--- config.mk ---
export PLATFORM = sky130hd
export DESIGN_NAME = uart_tx_buffer
export DESIGN_NICKNAME = d
export VERILOG_FILES = /design/src/rtl/uart_tx_buffer.sv
export SDC_FILE = /design/constraint.sdc
export NUM_CORES = 1
export LEC_CHECK = 0
export BUFFER_PORTS_ARGS = -buffer_cell sky130_fd_sc_hd__buf_2
export CORE_UTILIZATION = 50
export DETAILED_ROUTE_END_ITERATION = 6
export PLACE_DENSITY = 0.67
export REMOVE_ABC_BUFFERS = 1
export SLEW_MARGIN = 0
export SYNTH_ARGS = -nofsm -noshare
export SYNTH_HDL_FRONTEND = slang
export SYNTH_SLANG_ARGS = --single-unit
--- constraint.sdc ---
create_clock -name clk_i -period 3.1 [get_ports clk_i]
set_input_delay 0.62 -clock clk_i [delete_from_list [all_inputs] [get_ports clk_i]]
set_output_delay 0.62 -clock clk_i [all_outputs]
set_load 0.05 [all_outputs]
--- src/rtl/uart_tx_buffer.sv ---
// uart_tx_buffer: host-side transmit buffer feeding a uart_controller.
// Host bytes are queued in a circular buffer. A small request FSM presents
// one byte at a time on tx_data_o/tx_start_o and retires it on the
// controller's tx_fifo_pop strobe.
// Optional macro UART_TX_BUF_WATERMARK_EN enables a registered almost_full_o
// watermark. Without it, almost_full_o is tied low.
module uart_tx_buffer #(
  parameter int DATA_W       = 8,
  parameter int DEPTH        = 16,
  parameter int ADDR_W       = $clog2(DEPTH),
  parameter int AFULL_THRESH = DEPTH - 2
) (
  input  logic              clk_i,
  input  logic              rst_i,
  input  logic              wr_en_i,
  input  logic [DATA_W-1:0] wr_data_i,
  input  logic              flush_i,
  input  logic              tx_en_i,
  input  logic              tx_busy_i,
  input  logic              tx_done_i,
  input  logic              tx_fifo_pop_i,
  output logic              tx_start_o,
  output logic [DATA_W-1:0] tx_data_o,
  output logic              full_o,
  output logic              empty_o,
  output logic [ADDR_W:0]   count_o,
  output logic              overflow_o,
  output logic              almost_full_o
);

  // Pointer arithmetic relies on natural wrap, so DEPTH must be a power of two.
  if (DEPTH < 2 || (DEPTH & (DEPTH - 1)) != 0 || ADDR_W != $clog2(DEPTH) ||
      AFULL_THRESH > DEPTH) begin : g_param_check
    $error("uart_tx_buffer: DEPTH must be a power of two >= 2, ADDR_W = clog2(DEPTH), AFULL_THRESH <= DEPTH");
  end

  localparam logic [ADDR_W:0] FULL_CNT = (ADDR_W+1)'(DEPTH);

  typedef enum logic [1:0] {
    ST_IDLE = 2'd0,
    ST_REQ  = 2'd1,
    ST_WAIT = 2'd2
  } state_e;

  state_e              state_q, state_d;
  logic [DATA_W-1:0]   mem_q [DEPTH];
  logic [ADDR_W-1:0]   wr_ptr_q, wr_ptr_d;
  logic [ADDR_W-1:0]   rd_ptr_q, rd_ptr_d;
  logic [ADDR_W:0]     count_q, count_d;
  logic                ovf_q, ovf_d;
  logic [DATA_W-1:0]   tx_data_q, tx_data_d;
  logic                full, empty;
  logic                wr_acc, pop_acc, load;

  // Status flags come straight from the registered occupancy.
  assign full    = (count_q == FULL_CNT);
  assign empty   = (count_q == '0);
  assign full_o  = full;
  assign empty_o = empty;
  assign count_o = count_q;
  assign overflow_o = ovf_q;
  assign tx_data_o  = tx_data_q;

  // Full is judged on the pre-edge count, so a write while full is dropped
  // even if a pop retires an entry in the same cycle. Pops only count in REQ.
  assign wr_acc  = wr_en_i && !full && !flush_i;
  assign pop_acc = (state_q == ST_REQ) && tx_fifo_pop_i && !flush_i;

  // Request FSM: next state, start strobe and the data-load decision.
  always_comb begin
    state_d    = state_q;
    load       = 1'b0;
    tx_start_o = 1'b0;
    case (state_q)
      ST_IDLE: begin
        if (!flush_i && tx_en_i && !empty && !tx_busy_i) begin
          load    = 1'b1;
          state_d = ST_REQ;
        end
      end
      ST_REQ: begin
        // The request stands regardless of tx_en_i; only pop or flush end it.
        tx_start_o = 1'b1;
        if (flush_i) begin
          state_d = ST_IDLE;
        end else if (tx_fifo_pop_i) begin
          state_d = ST_WAIT;
        end
      end
      ST_WAIT: begin
        // The in-flight byte always completes, even across a flush.
        if (tx_done_i) begin
          state_d = ST_IDLE;
        end
      end
      default: begin
        state_d = ST_IDLE;
      end
    endcase
  end

  // Buffer bookkeeping: pointers, occupancy, sticky overflow, held output byte.
  always_comb begin
    wr_ptr_d  = wr_ptr_q;
    rd_ptr_d  = rd_ptr_q;
    count_d   = count_q;
    ovf_d     = ovf_q;
    tx_data_d = tx_data_q;
    if (flush_i) begin
      wr_ptr_d = '0;
      rd_ptr_d = '0;
      count_d  = '0;
      ovf_d    = 1'b0;
    end else begin
      if (wr_acc) begin
        wr_ptr_d = wr_ptr_q + 1'b1;
      end
      if (wr_en_i && full) begin
        ovf_d = 1'b1;
      end
      if (pop_acc) begin
        rd_ptr_d = rd_ptr_q + 1'b1;
      end
      case ({wr_acc, pop_acc})
        2'b10:   count_d = count_q + 1'b1;
        2'b01:   count_d = count_q - 1'b1;
        default: count_d = count_q;
      endcase
    end
    if (load) begin
      tx_data_d = mem_q[rd_ptr_q];
    end
  end

  // Control and output registers, cleared asynchronously.
  always_ff @(posedge clk_i or negedge rst_i) begin
    if (!rst_i) begin
      state_q   <= ST_IDLE;
      wr_ptr_q  <= '0;
      rd_ptr_q  <= '0;
      count_q   <= '0;
      ovf_q     <= 1'b0;
      tx_data_q <= '0;
    end else begin
      state_q   <= state_d;
      wr_ptr_q  <= wr_ptr_d;
      rd_ptr_q  <= rd_ptr_d;
      count_q   <= count_d;
      ovf_q     <= ovf_d;
      tx_data_q <= tx_data_d;
    end
  end

  // Storage array; contents survive reset and are never cleared.
  always_ff @(posedge clk_i) begin
    if (wr_acc) begin
      mem_q[wr_ptr_q] <= wr_data_i;
    end
  end

`ifdef UART_TX_BUF_WATERMARK_EN
  localparam logic [ADDR_W:0] AFULL_CNT = (ADDR_W+1)'(AFULL_THRESH);

  logic af_q, af_d;

  // Watermark tracks the occupancy that count_q takes on this same edge.
  always_comb begin
    af_d = 1'b0;
    if (!flush_i) begin
      af_d = (count_d >= AFULL_CNT);
    end
  end

  // Watermark register.
  always_ff @(posedge clk_i or negedge rst_i) begin
    if (!rst_i) begin
      af_q <= 1'b0;
    end else begin
      af_q <= af_d;
    end
  end

  assign almost_full_o = af_q;
`else
  assign almost_full_o = 1'b0;
`endif

endmodule

### Yosys cells after proc, flatten, opt, wreduce, memory -nomap -nowiden

Memory sizes are Yosys's and may differ from the RTL's. A register that Yosys moved wholly into a read port is not among the register bits.
Index checks and enable logic that the tools add are counted.

| word-level totals | value |
|---|---|
| memory bits (writable) | 128 |
| memories kept | 1 |
| word-level logic and storage cells | 56 |
| register bits after elaboration | 16 |
| output and inout bits | 18 |
| input bits | 16 |

Memory list:

| name | depth | bits a word | read ports | clocked after Yosys merged registers in | write ports | line | source |
|---|---|---|---|---|---|---|---|
| mem_q | 16 | 8 | 1 | 1 | 1 | 46 | `logic [DATA_W-1:0] mem_q [DEPTH];` |

| operators by class | value |
|---|---|
| equality and inequality tests | 8 |
| add/sub/neg operators | 4 |
| mux-type cells | 18 |
| reductions and logical operators | 20 |

Operators by type and width:

| cell | count |
|---|---|
| 4-bit two-way mux | 4 |
| 5-bit case mux with 2 select lines | 1 |
| 4-bit by 1-bit adder with 4-bit output, second input constant | 2 |
| 1-bit logical AND | 8 |
| 2-bit two-way mux | 4 |
| 1-bit two-way mux | 7 |
| 2-bit case mux with 3 select lines | 1 |
| 2-bit nonzero test | 3 |
| 5-bit by 1-bit adder with 5-bit output, second input constant | 1 |
| 5-bit equality test, second input constant | 1 |
| 1-bit zero test | 5 |
| 5-bit zero test | 1 |
| 5-bit two-way mux | 1 |
| 5-bit by 1-bit subtractor with 5-bit output, second input constant | 1 |
| 2-bit by 1-bit equality test with 1-bit output, second input constant | 2 |
| 2-bit equality test, second input constant | 2 |
| 2-bit != test, second input constant | 2 |
| 3-bit != test, second input constant | 1 |
| 3-bit AND reduction | 1 |
| 3-bit nonzero test | 1 |
| 2-bit zero test | 1 |

### Longest topological paths before layout

Gate-level depths: netlist (run 1).

| logic depth | value |
|---|---|
| word-level depth | 7 |
| gate-level depth with buffers | 11 |
| depth with buffers taken out | 10 |

### Worst setup path before layout (run 1)

Ideal clock, no wire load.

| timing | value |
|---|---|
| path kind | register to register |
| start point | reg count_q[0] (netlist: count_o[0]) |
| end point | reg count_q[4] (netlist: count_o[4]) |
| setup time | 0.078 ns |
| period minus slack after synthesis | 2.984 ns |
| stages on the path, launching flop included | 12 |
| required time | 3.022 ns |
| arrival time | 2.906 ns |
| path buffers | 1 |
| slack | 0.116 ns |
| path through | dfrtp_1 nor4_1 a21oi_1 clkbuf_1 nor3_1 xor2_1 ha_1 or2_2 a221oi_1 a221oi_1 a21o_1 a21oi_1 |

| on the way | value |
|---|---|
| cells in the longest elaborated chain, start to end | 7 |
| elaborated cells between the ends (all ways) | 11 |
| those cells by class | add/sub (2); eq/ne (3); mux (2); reduce/logical (4) |

RTL lines:

| element | line | source |
|---|---|---|
| from (decl) | 49 | `logic [ADDR_W:0] count_q, count_d;` |
| from (signal assigned) | 148 | `count_q <= count_d;` |
| 5-bit equality test | 56 | `assign full = (count_q == FULL_CNT);` |
| 1-bit zero test | 66 | `assign wr_acc = wr_en_i && !full && !flush_i;` |
| 1-bit logical AND (2 in series) | 66 |  |
| 2-bit by 1-bit equality test with 1-bit output / 2-bit equality test (equally long branches) | 124 | `case ({wr_acc, pop_acc})` |
| 5-bit case mux with 2 select lines | 124 |  |
| 5-bit two-way mux | 109 | `if (flush_i) begin` |

Parallel ways exist; a longest one is shown, timed or not.
A chain may end at the register's enable or synchronous reset.

### Final worst setup path (run 1)

Same ends and word-level chain as after synthesis.

==> results.txt, run 1 <==
Wirelength, routed: 11.29 mm
Post-detailed-route via-to-cell ratio: 5.612
IO Count: 34
Post-Synth XOR/XNOR Area: 1.252%
Die area: 0.01304 mm^2
R2r worst-path depth: 10
IO Port Bufs: 32
CTS hold repair buffers: 0
Max cap viols: 0
Initial Utilization: 51.76%
Pre-CTS WS: 0.4289 ns
Post-route antenna net violation count: 0
Final hold vios: 0
Vias: 3165
Grt ovf: 0
Critical path required time: 3.44 ns
Worst r2r src: count_o[0]
Mux cell area share after synthesis: 17.23%
DP Wirelength: 7.369 mm
Path type of the worst setup path: flip-flop to flip-flop
Synth warn: 0
Tot GR Track Use: 19.55%
Maximum VDD drop: 333.0 uV
Largest net degree at the start of global routing: 36
CTS sink cnt: 152
RD Place Congestion: 0.8291
Die span in y: 114.2 um
Worst Tran Pin Value: 0.6248 ns
Largest family of logic cells by synthesized area: multiplexers
Final WS setup: 0.4105 ns
Crit share post-route: 86.76%
Worst-path clk slew: 0.06 ns
Gate Count Post-Synth: 327
Detailed Route Iter0 Violations: 205
Gate power share: 10.4%
Routed WL per cell: 20.02 um
Count of standard-cell rows: 40
Setup TNS: 0 ns
Pwr dens: 640.9 mW/mm^2
Worst hold path class: input port to asynchronous set/reset pin
Non-Filler Instances: 564
Yosys reg bits: 152
RSZ-0062 raised after global routing: no
Yosys cell types: 39
Clock latency on the worst-skew pair: 0.42 ns
CTS resizes: 0
Fraction of layout cells with a size suffix above 1: 27.02%
# Post-CTS Setup Buffers: 0
Nets: 406
1st-pass router iterations: 4
Synthesized-area fraction occupied by and/or/nand/nor cells: 4.850%
Vias in the first global route: 3274
Reg-to-Reg End: count_o[4]
FMAX: 371.8 MHz
Element type at the critical path start: flip-flop
CTS max path bufs: 2
ANT cells: 0
Placed instance area: 0.006713 mm^2
LEAKAGE: 2.536 nW
Initial antenna violation count: 0
Die Wd: 114.2 um
Syn-to-layout area delta: 14.93%
H-Tree Depth: 4
CP Capture Type: flip-flop
Dpl cells: 532
Clk root buf: clkbuf_16
Post-synthesis compound-gate area fraction: 2.226%
Total core area: 0.01216 mm^2
Most area-consuming cells after synthesis: edfxtp_1 (61%), dfrtp_1 (9.5%), mux4_1 (9.2%)
EDFF count, synth: 128
First-pass GRT wire length: 18.08 mm
Clock network power share: 39.4%
Setup Skew: 0.007109 ns
CTS tree: built
Switching Share: 24.22%
Switching power: 0.001123 W
CP Max Fanout: 8
Synth async-reset ratio: 15.79%
Internal cell power: 0.003513 W
Total CTS buffers: 17
Remaining DRCs: 0
Seq pwr share: 50.2%
Pins Over Slew Limit: 0
Post-route cell area: 0.007234 mm^2
Crit path time final: 2.690 ns
Slew margin rel.: 58.35%
Mapped cell area: 0.006295 mm^2
Status: completed
Setup violations, final: 0
Worst EP arrival: 3.03 ns
Post-synthesis sequential area ratio: 70.60%
Post-synth top area share: 61.06%
Adder-cell share of the synthesized area: 1.391%
Synth Area per Inst: 19.25 um^2
Yosys top cell by area: edfxtp_1
Reg2Reg Setup Slack: 0.41 ns
Main flop type after synthesis: edfxtp_1
## cells in the final DEF (no fill, tap or decap), types with 3 or more instances in the layout
cell type,instances
edfxtp_1,128
buf_2,32
nor2_1,31
dfrtp_1,23
mux4_1,22
buf_4,20
mux4_2,18
clkbuf_16,17
nand2_1,10
mux2_2,9
a21oi_1,8
inv_1,7
ha_1,7
xor2_1,6
clkinv_1,5
o21ai_0,4
clkinv_2,4
nor3_1,3
or3_1,3
xnor2_1,3
clkbuf_1,3
## critical path: stages, from the launching register on
cell      delay, ns
dfrtp_1        0.45
nor4_1         0.37
a21oi_1        0.14
nor3_1         0.30
xor2_1         0.12
ha_1           0.25
or2_2          0.30
a221oi_1       0.27
a221oi_1       0.11
a21o_1         0.17
a21oi_1        0.13
## cell usage after synthesis, drive strengths merged (2+ instances only)
cell type	count
and2	2
a221oi	2
edfxtp	128
dfrtp	24
nand3b	2
a21oi	8
xor2	6
nand2	10
xnor2	3
nor3	3
nand3	2
ha	7
mux2	9
clkbuf	4
a21o	2
o31ai	2
mux4	40
nor2	31
nor2b	2
o21ai	4
or3	3
buf	12
a211oi	2
nor4	2
inv	7
## cells by family after synthesis
logic type | count (synthesis)
DFF | 152
and+or+nand+nor | 64
muxes | 49
buffers and inverters | 23
AOI/OAI and AO/OA | 22
xor gates and xnor gates | 9
adders and majority gates | 7
other | 1
## sequential cells by signal, indices dropped and copies added, names as in the netlist
register	flops
wr_ptr_q	4
tx_data_o	8
state_q	2
rd_ptr_q	4
mem_q	128
overflow_o	1
count_o	5
## worst max path at each step
stage               start  depth (start not counted)    endpoint  slack [ns]
2_1_floorplan  count_o[0]                         10  count_o[4]        0.09
3_3_place_gp   count_o[0]                         10  count_o[4]        0.52
3_5_place_dp   count_o[0]                         10  count_o[4]        0.43
4_1_cts        count_o[0]                         10  count_o[4]        0.41
5_1_grt        count_o[0]                         10  count_o[4]        0.21
6_report       count_o[0]                         10  count_o[4]        0.41
## per-stage QoR
| stage | hold slack [ns] | utilization (%) | total power, W |
|---|---|---|---|
| 3_3_place_gp | 0.4860 | 55.20 | 0.002840 |
| 4_1_cts | 0.1784 | 59.49 | 0.004683 |
| 3_5_place_dp | 0.4959 | 55.20 | 0.002853 |
| 5_1_grt | 0.2159 | 59.49 | 0.004807 |
| 6_report | 0.1876 | 59.49 | 0.004637 |
| 2_1_floorplan | 0.3244 | - | 0.002701 |
## power groups by stage
| stage | clock network [W] | registers, W | logic (W) |
|---|---|---|---|
| after floorplan | 0 | 0.00255 | 0.000152 |
| after detailed placement | 0 | 0.00237 | 0.000485 |
| after CTS | 0.00187 | 0.00233 | 0.000486 |
| after global placement | 0 | 0.00236 | 0.000476 |
| after global routing | 0.00196 | 0.00233 | 0.000515 |
| final | 0.00183 | 0.00233 | 0.000482 |
## routing by layer
metal | track usage [%] | vias to the layer above | part of all wire [%]
met3 | 5.082 | 9 | 3.4
li1 | - | 1431 | -
met4 | 8.225 | 0 | 1.3
met1 | 26.20 | 1654 | 46
met5 | 0 | - | 0
met2 | 30.71 | 71 | 49
## area by class of cell
class                           instances  area (um^2)
Inverter                                7        26.28
Clock inverter                         12        85.08
Multi-Input combinational cell        152         1700
Timing Repair Buffer                   53        330.3
Tap cell                              168        210.2
Clock buffer                           20        436.7
Sequential cell                       152         4446
Fill cell                             908         4927
Note: power is estimated with default switching activity, not from simulation.
==> run 2, diff against run 1 <==
--- a/config.mk
+++ b/config.mk
@@ -5,10 +5,9 @@
 export SDC_FILE = /design/constraint.sdc
 export NUM_CORES = 1
 export LEC_CHECK = 0
-export BUFFER_PORTS_ARGS = -buffer_cell sky130_fd_sc_hd__buf_2
 export CORE_UTILIZATION = 50
 export DETAILED_ROUTE_END_ITERATION = 6
-export PLACE_DENSITY = 0.67
+export DONT_BUFFER_PORTS = 1
 export REMOVE_ABC_BUFFERS = 1
 export SLEW_MARGIN = 0
 export SYNTH_ARGS = -nofsm -noshare
==> run 2 against run 1 <==
Net effect: clock skew rose by 0.00097 ns; total power rose by 7.1%; non-clock buffer count shrank 36; utilization is 0.42 points lower; hold slack worse by 0.17 ns; sequential share of layout area rose by 0.44 points; setup slack improved by 0.021 ns; combinational power fell by 50%; clock power is 22% higher.
==> results.txt, run 2 (same netlist as run 1, synthesis figures left out) <==
Status: completed
Tot GR Track Use: 19.10% (-0.45 points)
Vias: 2963 (-6.4%)
CTS tree: built
CP max stage cell: nor4_1
Source of the critical timing path: count_o[0]
Critical path required time: 3.44 ns (about the same)
CTS max path bufs: 2 (unchanged)
Worst hold slack: 0.01650 ns (-0.1711 ns)
Max cap viols: 0 (unchanged)
Syn-to-layout area delta: 14.11%
Count of standard-cell rows: 40 (unchanged)
Placed instance area: 0.006515 mm^2 (-2.9%)
CP top delay family: simple AND/OR/NAND/NOR gates
Initial antenna violation count: 0 (unchanged)
Nets: 370 (-8.9%)
Grt ovf: 0 (unchanged)
DP Wirelength: 7.390 mm (+0.28%)
RD Place Congestion: 0.8001 (-3.5%)
Final hold vios: 0 (unchanged)
Detailed Route Iter0 Violations: 255 (+24%)
First-pass GRT wire length: 17.51 mm (-3.2%)
Non-Filler Instances: 528 (-6.4%)
IO Port Bufs: 0 (-100%)
CP peak stage delay: 0.44 ns (about the same)
Reg-to-Reg End: count_o[4]
Crit share post-route: 86.08% (-0.68 points)
CP Capture Type: flip-flop
Crit path time final: 2.668 ns (-0.02120 ns)
Setup Skew: 0.008082 ns (+0.0009726 ns)
CP Max Fanout: 5 (-3)
Total core area: 0.01216 mm^2 (unchanged)
Path type of the worst setup path: flip-flop to flip-flop
Clock latency on the worst-skew pair: 0.41 ns (about the same)
Pwr dens: 691.2 mW/mm^2 (+7.8%)
Maximum VDD drop: 369.5 uV (+11%)
CP cell instances: nor4_1 > a21oi_1 > nor3_1 > xor2_1 > ha_1 > or2_2 > a221oi_1 > a221oi_1 > a21o_1 > a21oi_1
Die area: 0.01304 mm^2 (unchanged)
Routed WL per cell: 20.85 um (+4.1%)
Total CTS buffers: 17 (unchanged)
Die Wd: 114.2 um (unchanged)
H-Tree Depth: 4 (unchanged)
FMAX: 374.8 MHz (+0.79%)
Commonest cells after routing, fill and taps aside: edfxtp_1 (128), nor2_1 (31), dfrtp_1 (23)
RSZ-0062 raised after global routing: no
LEAKAGE: 2.442 nW (-3.7%)
Vias in the first global route: 3000 (-8.4%)
ANT cells: 0 (unchanged)
Wirelength, routed: 11.01 mm (-2.5%)
Worst hold path class: input port to asynchronous set/reset pin
Fraction of layout cells with a size suffix above 1: 21.39% (-5.6 points)
1st-pass router iterations: 5 (+1)
Remaining DRCs: 0 (unchanged)
Slew margin rel.: 42.98% (-15 points)
Setup violations, final: 0 (unchanged)
Worst Tran Pin Value: 0.8521 ns (+0.2273 ns)
Buf/Inv on CP: 0 (unchanged)
Dpl cells: 495 (-7.0%)
Top reg by flops: mem_q
Post-detailed-route via-to-cell ratio: 5.612 (about the same)
Reg2Reg Setup Slack: 0.43 ns (+0.02 ns)
Largest net degree at the start of global routing: 36 (unchanged)
R2r worst-path depth: 10 (unchanged)
IO Count: 34 (unchanged)
Commonest non-fill, non-tap cell in the layout: edfxtp_1
Worst r2r src: count_o[0]
Pins Over Slew Limit: 0 (unchanged)
Element type at the critical path start: flip-flop
Initial Utilization: 51.76% (unchanged)
Worst-path clk slew: 0.06 ns (about the same)
Max FFs per register: 128 (unchanged)
# Post-CTS Setup Buffers: 0 (unchanged)
CTS sink cnt: 152 (unchanged)
Post-route antenna net violation count: 0 (unchanged)
Setup TNS: 0 ns (unchanged)
Die span in y: 114.2 um (unchanged)
Post-route cell area: 0.007183 mm^2 (-0.71%)
Clk root buf: clkbuf_16
Worst EP arrival: 3.01 ns (-0.02 ns)
run 2: per-stage QoR:
stage	util, %	total power [W]	worst slack (ns)
2_1_floorplan	-	0.002701	0.09212
3_3_place_gp	53.57	0.002765	0.6324
3_5_place_dp	53.57	0.002771	0.4598
4_1_cts	59.06	0.005009	0.4383
5_1_grt	59.06	0.005135	0.1458
6_report	59.06	0.004965	0.4317
run 2: where the power goes:
part	internal (W)	leakage (nW)	switching (W)
Sequential	0.00228	1.47	0.000209
Clock	0.00144	0.319	0.000793
Combinational	0.000115	0.657	0.000127
Total	0.00384	2.44	0.00113
run 2: how the worst max path moves through the flow:
stage               depth (start not counted)  slack (ns)    endpoint
global route                               10        0.15  count_o[4]
finish                                     10        0.43  count_o[4]
global placement                           10        0.63  count_o[4]
floorplan                                  10        0.09  count_o[4]
detailed placement                         10        0.46  count_o[4]
CTS                                        10        0.44  count_o[4]
run 2: worst register-to-register path, cell delays in order (launching register included):
cell	delay, ns
dfrtp_1	0.38
nor4_1	0.44
a21oi_1	0.15
nor3_1	0.29
xor2_1	0.11
ha_1	0.24
or2_2	0.30
a221oi_1	0.29
a221oi_1	0.10
a21o_1	0.17
a21oi_1	0.12
run 2: final cells by class:
cell class                 count  area (um^2)
clock buffer                  18        429.2
clock inverter                14        219.0
fill                         922         4979
inverter                       7        26.28
multi-input combinational    152         1700
sequential                   152         4446
tap                          168        210.2
timing repair buffer          17        152.6
run 2: repair_timing:
item,in CTS,in global routing
resized for setup,0,0
hold buffers,1,0
endpoints found under the hold margin,24,0
run 2: layer usage:
metal	wire (um)	track usage (%)	share of wire [%]
met2	5203	28.24	47
met3	516	5.188	4.7
met1	5161	27.13	47
met4	127	7.792	1.2
met5	0	0	0
